File: config.mk
export PLATFORM = sky130hd
export DESIGN_NAME = fless_arbiter
export DESIGN_NICKNAME = d
export VERILOG_FILES = /design/src/rtl/fless_arbiter.sv
export SDC_FILE = /design/constraint.sdc
export NUM_CORES = 1
export LEC_CHECK = 0
export ABC_AREA = 1
export BUFFER_PORTS_ARGS = -buffer_cell sky130_fd_sc_hd__buf_2
export CAP_MARGIN = 20
export CORE_MARGIN = 2
export CORE_UTILIZATION = 45
export DETAILED_ROUTE_END_ITERATION = 6
export GPL_TIMING_DRIVEN = 0
export PLACE_DENSITY = 0.77
export SETUP_SLACK_MARGIN = 0.15
export SYNTH_ARGS = -nofsm -noshare
export SYNTH_HDL_FRONTEND = slang
export SYNTH_SLANG_ARGS = --single-unit
export TNS_END_PERCENT = 20
File: constraint.sdc
create_clock -name clk -period 4.62 [get_ports clk]
set_input_delay 0.924 -clock clk [delete_from_list [all_inputs] [get_ports clk]]
set_output_delay 0.924 -clock clk [all_outputs]
set_load 0.02 [all_outputs]
File: src/rtl/fless_arbiter.sv
// Round-robin arbiter sharing one IEEE-754 single-precision "less than" comparator
// among NREQ requesters, with latched operands and a registered, id-tagged response.

module fless (
    input  logic [31:0] a,
    input  logic [31:0] b,
    output logic        lt
);

    logic a_nan;
    logic b_nan;
    logic both_zero;
    logic mag_lt;
    logic mag_gt;

    assign a_nan     = (a[30:23] == 8'hFF) && (a[22:0] != 23'd0);
    assign b_nan     = (b[30:23] == 8'hFF) && (b[22:0] != 23'd0);
    assign both_zero = (a[30:0] == 31'd0) && (b[30:0] == 31'd0);
    assign mag_lt    = a[30:0] < b[30:0];
    assign mag_gt    = a[30:0] > b[30:0];

    // Unordered operands and -0 vs +0 both compare false; otherwise sign-magnitude order.
    always_comb begin
        if (a_nan || b_nan || both_zero) begin
            lt = 1'b0;
        end else if (a[31] != b[31]) begin
            lt = a[31];
        end else if (a[31]) begin
            lt = mag_gt;
        end else begin
            lt = mag_lt;
        end
    end

endmodule

module fless_arbiter #(
    parameter int NREQ = 4,
    parameter int ID_W = 2
) (
    input  logic                 clk,
    input  logic                 rst,
    input  logic [NREQ-1:0]      req_valid,
    output logic [NREQ-1:0]      req_ready,
    input  logic [NREQ*32-1:0]   req_op1,
    input  logic [NREQ*32-1:0]   req_op2,
    output logic                 resp_valid,
    input  logic                 resp_ready,
    output logic [ID_W-1:0]      resp_id,
    output logic                 resp_result,
    output logic                 busy
);

    typedef enum logic [1:0] {
        IDLE,
        CMP,
        RESP
    } state_t;

    state_t          state;
    logic [ID_W-1:0] last;
    logic [ID_W-1:0] id_q;
    logic [31:0]     op1_q;
    logic [31:0]     op2_q;
    logic            cmp_lt;

    logic            grant_found;
    logic [ID_W-1:0] grant_idx;
    logic [ID_W-1:0] cand;

    // Search starts just after the last winner so every requester is reached within NREQ grants.
    always_comb begin
        // NOTE: every always_comb output gets a default first so no path leaves it unassigned (no latch).
        grant_found = 1'b0;
        grant_idx   = '0;
        cand        = '0;
        for (int off = 1; off <= NREQ; off++) begin
            cand = ID_W'((int'(last) + off) % NREQ);
            if (!grant_found && req_valid[cand]) begin
                grant_found = 1'b1;
                grant_idx   = cand;
            end
        end
    end

    always_comb begin
        req_ready = '0;
        if (state == IDLE && grant_found) begin
            req_ready = NREQ'(1) << grant_idx;
        end
    end

    assign busy = (state != IDLE);

    fless u_fless (
        .a  (op1_q),
        .b  (op2_q),
        .lt (cmp_lt)
    );

    // NOTE: all state below uses non-blocking assignments so every flop samples pre-edge values.
    always_ff @(posedge clk) begin
        if (rst) begin
            state       <= IDLE;
            last        <= ID_W'(NREQ - 1);
            id_q        <= '0;
            op1_q       <= '0;
            op2_q       <= '0;
            resp_valid  <= 1'b0;
            resp_id     <= '0;
            resp_result <= 1'b0;
        end else begin
            case (state)
                IDLE: begin
                    if (grant_found) begin
                        op1_q <= req_op1[32*grant_idx +: 32];
                        op2_q <= req_op2[32*grant_idx +: 32];
                        id_q  <= grant_idx;
                        last  <= grant_idx;
                        state <= CMP;
                    end
                end
                CMP: begin
                    resp_result <= cmp_lt;
                    resp_id     <= id_q;
                    resp_valid  <= 1'b1;
                    state       <= RESP;
                end
                RESP: begin
                    if (resp_ready) begin
                        resp_valid <= 1'b0;
                        state      <= IDLE;
                    end
                end
                default: begin
                    state <= IDLE;
                end
            endcase
        end
    end

endmodule
==> impl_results.md, run 1 <==
* Outcome: finished, final reports clean
* Sink Count at 74
* Synth cell count leaders: 389 x nand2_1, 191 x inv_1, 177 x nand3_1
* Final worst slack at 0.977 ns
* Drt wl/cell at 13.6 µm
* Post-synth top area cell: dfxtp_1
* Max Cap Viol at 0
* Pleak at slightly above 5 nW
* Layout fillers at roughly 1500
* Met1 Usage GRT at 37.0%
* Via density at ~5
* IO Pins at 272
* Port Buffers at 270
* Vias post-DR at 8327
* Startpoint types: input pin
* CP endpoint: req_ready[2]
* Post-CTS Setup Inserts at 0
* Die Ht at around 120 µm
* Net count, final at 1768
* CP startpoint: req_valid[2]
* Share of cells above drive strength 1 at 23.5%
* Post-synth EDFFs at 0
* Row cnt at 43
* Drt pass-1 iters at 5
* H-tree depth reported by CTS at 3
* Area of the multi-input gates at 3950 µm²
* Top-count cell post-synth: nand2_1
* Cell variety after synth at 26
* Slew Limit Headroom at 63.8%
* Initial antenna violation count at 0
* Power, Total at 0.00712 W
* Post-CTS sizing at 0
* Area contributors post-synth: dfxtp_1 23%, nand2_1 22%, nand3_1 14%
* Die W at about 120 µm
* Synthesized instance count at roughly 1200
* Register area share after synthesis at 22.8%
* Avg Inst Size Synth at 5.46 µm²
* Synth Register Bits at 74
* Max Fclk at 0.275 GHz
* Pwr Density at 848 nW/µm²
* Hold slack at 0.469 ns
* Initial core utilization at a little under half
* Clock latency on the worst-skew pair at 0.34 ns
* Final slew viol count at 0
* Yosys Warn Count at 0
* Gr usage total at 28.7%
* Die Area at 15400 µm²
* Met3 Use GR at ~4.8%
* Maximum number of pins on one net before global-route repair at 14
* Worst VDD drop at 0.000560 V
* Data required time at the worst endpoint at 3.70 ns
* Register-to-register setup slack at 2.35 ns
* CTS tree: yes
* Vias in the first global route at a little under 8000
* Antenna cell count at 0
* Area growth syn-to-layout at 29.1%
* CP Capture Type: output port
* CTS Hold Bufs at 0
* DP Wirelength at roughly 18000 µm
* Post-Syn Area at 6510 µm²
* CP Max Fanout at 10
* RSZ-0062 raised after global routing: false
* Final wirelength at roughly 23000 µm
* Met2 Use GR at around 50%
* Final setup fails at 0
* Number of DRC markers in iteration 0 at 547
* Worst-Margin Slew at 0.543 ns
* Placeable Area at 14000 µm²
* Global-route wire length before repair at 36800 µm
* Hold crit path type: reg -> reg
* Final ANT Viol Nets at 0
* Final Hold Vio Count at 0
* CTS Buf Count at 9
* Clock transition at the registers of the reported paths at 0.06 ns
* Fin crit share at 78.8%
* Grt total ovfl at 0
* Final GP Congestion at 0.967
* Top FF cell, synth: dfxtp_1
* FF+latch area at ~1500 µm²
* Reg-to-Reg End: op1_q[25]$_SDFFE_PP0P_
* DRC violations left at 0
* GR peak layer: met2
* CTS max path bufs at 2
* Fin crit period at ~3.6 ns
* R2R Path Start: last[0]$_SDFFE_PP1P_
* Syn Nets at 1487
* Crit path DAT at between 2 and 3 ns
* TNS Setup at 0 ns
* Clk root buf: clkbuf_16
* Fraction of registers with async set/reset at 0%
* Pre-CTS setup slack at slightly below 1 ns
* Reg2reg path depth at 16
* Worst Setup Path Type: in -> out
* Post-synth top area share at 22.8%
* Clock Skews at roughly 0.0059 ns
-- layout by cell type (no fill, tap or decap), types with 3 or more instances in the layout --
cell,instances
nand3_1,177
nand4_1,21
nand2_2,6
dfxtp_1,74
inv_1,191
buf_4,13
clkbuf_16,9
a21oi_1,75
nor2_1,141
o21ai_0,5
ha_1,31
inv_2,3
buf_2,303
o21a_1,3
clkbuf_1,16
nand2_1,389
-- layout make-up --
cell class | count | area share [%]
Clock buffer | 10 | 2.72
Clock inverter | 6 | 1.07
Timing Repair Buffer | 270 | 16.1
Inverter | 196 | 8.81
Tap cell | 180 | 2.68
Sequential cell | 74 | 17.6
Buffer | 63 | 4.06
Multi-Input combinational cell | 860 | 46.9
-- report_power, final --
group | internal, W | switching [W]
sequential | 0.000911 | 0.000159
combinational | 0.00179 | 0.00351
clock | 0.000475 | 0.000283
-- how the worst min path moves through the flow --
stage	start	end	slack (ns)	cells after the start
after floorplan	id_q[0]$_SDFFE_PP0P_	id_q[0]$_SDFFE_PP0P_	0.44	2
after global placement	resp_result$_SDFFE_PP0P_	resp_result$_SDFFE_PP0P_	0.45	2
after detailed placement	resp_result$_SDFFE_PP0P_	resp_result$_SDFFE_PP0P_	0.45	2
after CTS	id_q[1]$_SDFFE_PP0P_	id_q[1]$_SDFFE_PP0P_	0.47	2
after global routing	id_q[1]$_SDFFE_PP0P_	id_q[1]$_SDFFE_PP0P_	0.49	2
final	id_q[1]$_SDFFE_PP0P_	id_q[1]$_SDFFE_PP0P_	0.47	2
-- critical path: stages --
cell and delay [ns]:
buf_2 0.10, nand2_1 0.06, nand2_1 0.09, nand2_1 0.11, nand2_2 0.07, nor2_2 0.11, nand3_2 0.11, nand2_2 0.13
nand2_2 0.09, inv_2 0.23, buf_2 0.28, nand2_1 0.09, nor2_1 0.12, buf_2 0.18
-- stage by stage --
stage | instances | util (%) | area (µm²)
CTS | 1659 | 60.1 | 8400
detailed placement | 1643 | 57.8 | 8090
global route | 1659 | 60.1 | 8400
floorplan | 1193 | - | 6510
global placement | 1643 | 57.8 | 8090
finish | 1659 | 60.1 | 8400
-- per-layer routing --
metal	routed length, µm	part of all wire, %
met1	9810	43
met2	10600	47
met3	1680	7.4
met4	495	2.2
met5	0	0
-- flip-flops by register name, indices dropped and copies added (netlist names) --
name	count
resp_result	1
resp_id	2
id_q	2
op1_q	32
last	2
state	2
op2_q	32
resp_valid	1
-- cells by family (layout without fill, tap and decap cells) --
logic type | Yosys count | in the layout | synth area share [%]
buf+inv | 259 | 545 | 16.6
flops | 74 | 74 | 22.8
compound gates | 87 | 87 | 6.98
fa+ha+maj | 31 | 31 | 5.96
simple gates | 742 | 742 | 47.7
Note: power is estimated with default switching activity, not from simulation.
==> run 2: changes to the inputs <==
==> constraint.sdc (replaced) <==
create_clock -name clk -period 3.4 [get_ports clk]
set_input_delay 0.68 -clock clk [delete_from_list [all_inputs] [get_ports clk]]
set_output_delay 0.68 -clock clk [all_outputs]
set_load 0.02 [all_outputs]
==> run 2 against run 1 <==
  * Count of clock-buffer cells in the layout did not move
  * Core utilization rose by 0.38 points
  * Design area rose by 0.64%
  * Non-clock buffer count did not move
  * Routed wire length rose by 0.47%
  * Die area did not move
  * Clock power rose by 36%
  * Largest power group unchanged
==> impl_results.md, run 2 (same netlist as run 1, synthesis figures left out) <==
* Worst Setup Path Type: reg -> out
* Via density at 5.02
* Vias post-DR at about 8300
* Die W at 124 µm
* Final GP Congestion at a little under 1
* DRC violations left at 0
* Clock transition at the registers of the reported paths at roughly 0.060 ns
* DP Wirelength at 18200 µm
* CP Capture Type: output port
* Hold wc startpoint: id_q[1]$_SDFFE_PP0P_
* Gr usage total at 28.7%
* R2R Path Start: last[0]$_SDFFE_PP1P_
* Grt total ovfl at 0
* CP startpoint: last[0]$_SDFFE_PP1P_
* Pwr Density at 1160 nW/µm²
* Data required time at the worst endpoint at 2.72 ns
* Commonest non-fill, non-tap cells in the layout: 388 x nand2_1, 297 x buf_2, 190 x inv_1, 177 x nand3_1, 139 x nor2_1
* Final setup fails at 0
* Clk root buf: clkbuf_16
* Reg-to-Reg End: op1_q[25]$_SDFFE_PP0P_
* Drt pass-1 iters at 6
* Startpoint types: register
* Drt wl/cell at 13.7 µm
* Fin crit period at 3.06 ns
* CTS Hold Bufs at 0
* Initial antenna violation count at 0
* Worst-Margin Slew at 0.554 ns
* Slew Limit Headroom at 63.0%
* Number of DRC markers in iteration 0 at between 500 and 600
* Reg2reg path depth at 16
* Max Cap Viol at 0
* Register-to-register setup slack at 1.07 ns
* RSZ-0062 raised after global routing: true
* Final ANT Viol Nets at 0
* TNS Setup at 0 ns
* IO Pins at 272
* Placeable Area at 14000 µm²
* Net count, final at 1768
* Share of cells above drive strength 1 at between 20% and 30%
* Die Area at 15400 µm²
* Area growth syn-to-layout at 29.9%
* Clock Skews at ~0.0054 ns
* Initial core utilization at a little under half
* CTS max path bufs at 2
* CTS Buf Count at 9
* Hold endpoint: id_q[1]$_SDFFE_PP0P_
* Port Buffers at 270
* Sink Count at 74
* Commonest non-fill, non-tap cell in the layout: nand2_1
* Final wirelength at 22700 µm
* CTS tree: yes
* Pleak at 5.09 nW
* H-tree depth reported by CTS at 3
* Hold crit path type: reg -> reg
* Final Hold Vio Count at 0
* Fin crit share at 90.0%
* Antenna cell count at 0
* Global-route wire length before repair at around 37000 µm
* Pre-CTS setup slack at 0.229 ns
* Top Registers: op1_q (32), op2_q (32)
* Clock latency on the worst-skew pair at approximately 0.34 ns
* Crit path DAT at about 2.4 ns
* Worst VDD drop at 0.000762 V
* Max Fclk at 0.327 GHz
* Final worst slack at roughly 0.34 ns
* Outcome: finished, final reports clean
* Row cnt at 43
* Final slew viol count at 0
* Vias in the first global route at 7929
* CP Max Fanout at 10
* Die Ht at between 100 and 150 µm
* Maximum number of pins on one net before global-route repair at 14
* Hold path cells at 2
-- run 2: cell counts in the layout (fill, tap and decap cells not counted) --
Identical to the previous run, type by type.
-- run 2: how the worst max path moves through the flow --
stage,end,slack (ns),depth (start not counted)
floorplan,req_ready[3],0.74,12
global placement,req_ready[1],0.24,14
detailed placement,req_ready[1],0.23,14
CTS,req_ready[2],0.15,15
global route,req_ready[3],0.13,15
finish,req_ready[3],0.34,15
-- run 2: layer usage --
metal	track usage (%)	part of all wire, %
met1	37.0	44
met2	49.7	47
met3	4.77	6.8
met4	7.20	2.1
met5	0	0
-- run 2: timing repair --
action,4_1_cts,5_1_grt
endpoints found under the setup margin,1,4
gates resized for setup,1,23
buffers inserted,0,0
-- run 2: final cells by class --
cell class                      count  area (µm²)
Fill cell                        1519        5530
Multi-Input combinational cell    860        3960
Sequential cell                    74        1480
Timing Repair Buffer              270        1350
Inverter                          196         746
Buffer                             63         369
Clock buffer                       10         229
Tap cell                          180         225
Clock inverter                      6        90.1
-- run 2: power breakdown --
part	internal, W	switching, W	total [W]
Sequential	0.00124	0.000218	0.00146
Combinational	0.00252	0.00480	0.00733
Clock	0.000645	0.000387	0.00103
-- run 2: worst max-delay path, cell delays in order, from the launching register on --
cell     delay, ns
dfxtp_1       0.31
buf_4         0.16
inv_4         0.07
nand2_1       0.06
nand2_1       0.08
nand2_1       0.12
nand2_2       0.08
nor2_2        0.12
nand2_1       0.08
nor2_2        0.13
nor2_4        0.09
inv_4         0.13
nand2_2       0.15
buf_4         0.22
nor2_1        0.08
buf_2         0.16
-- run 2: per-stage QoR --
step	cells	area [µm²]	utilization [%]	hold WS, ns	total power, W
6_report	1659	8460	60.5	0.468	0.00982
3_5_place_dp	1643	8090	57.8	0.454	0.00855
2_1_floorplan	1193	6510	-	0.445	0.00664
4_1_cts	1659	8410	60.1	0.468	0.00962
3_3_place_gp	1643	8090	57.8	0.450	0.00844
5_1_grt	1659	8460	60.5	0.492	0.0109
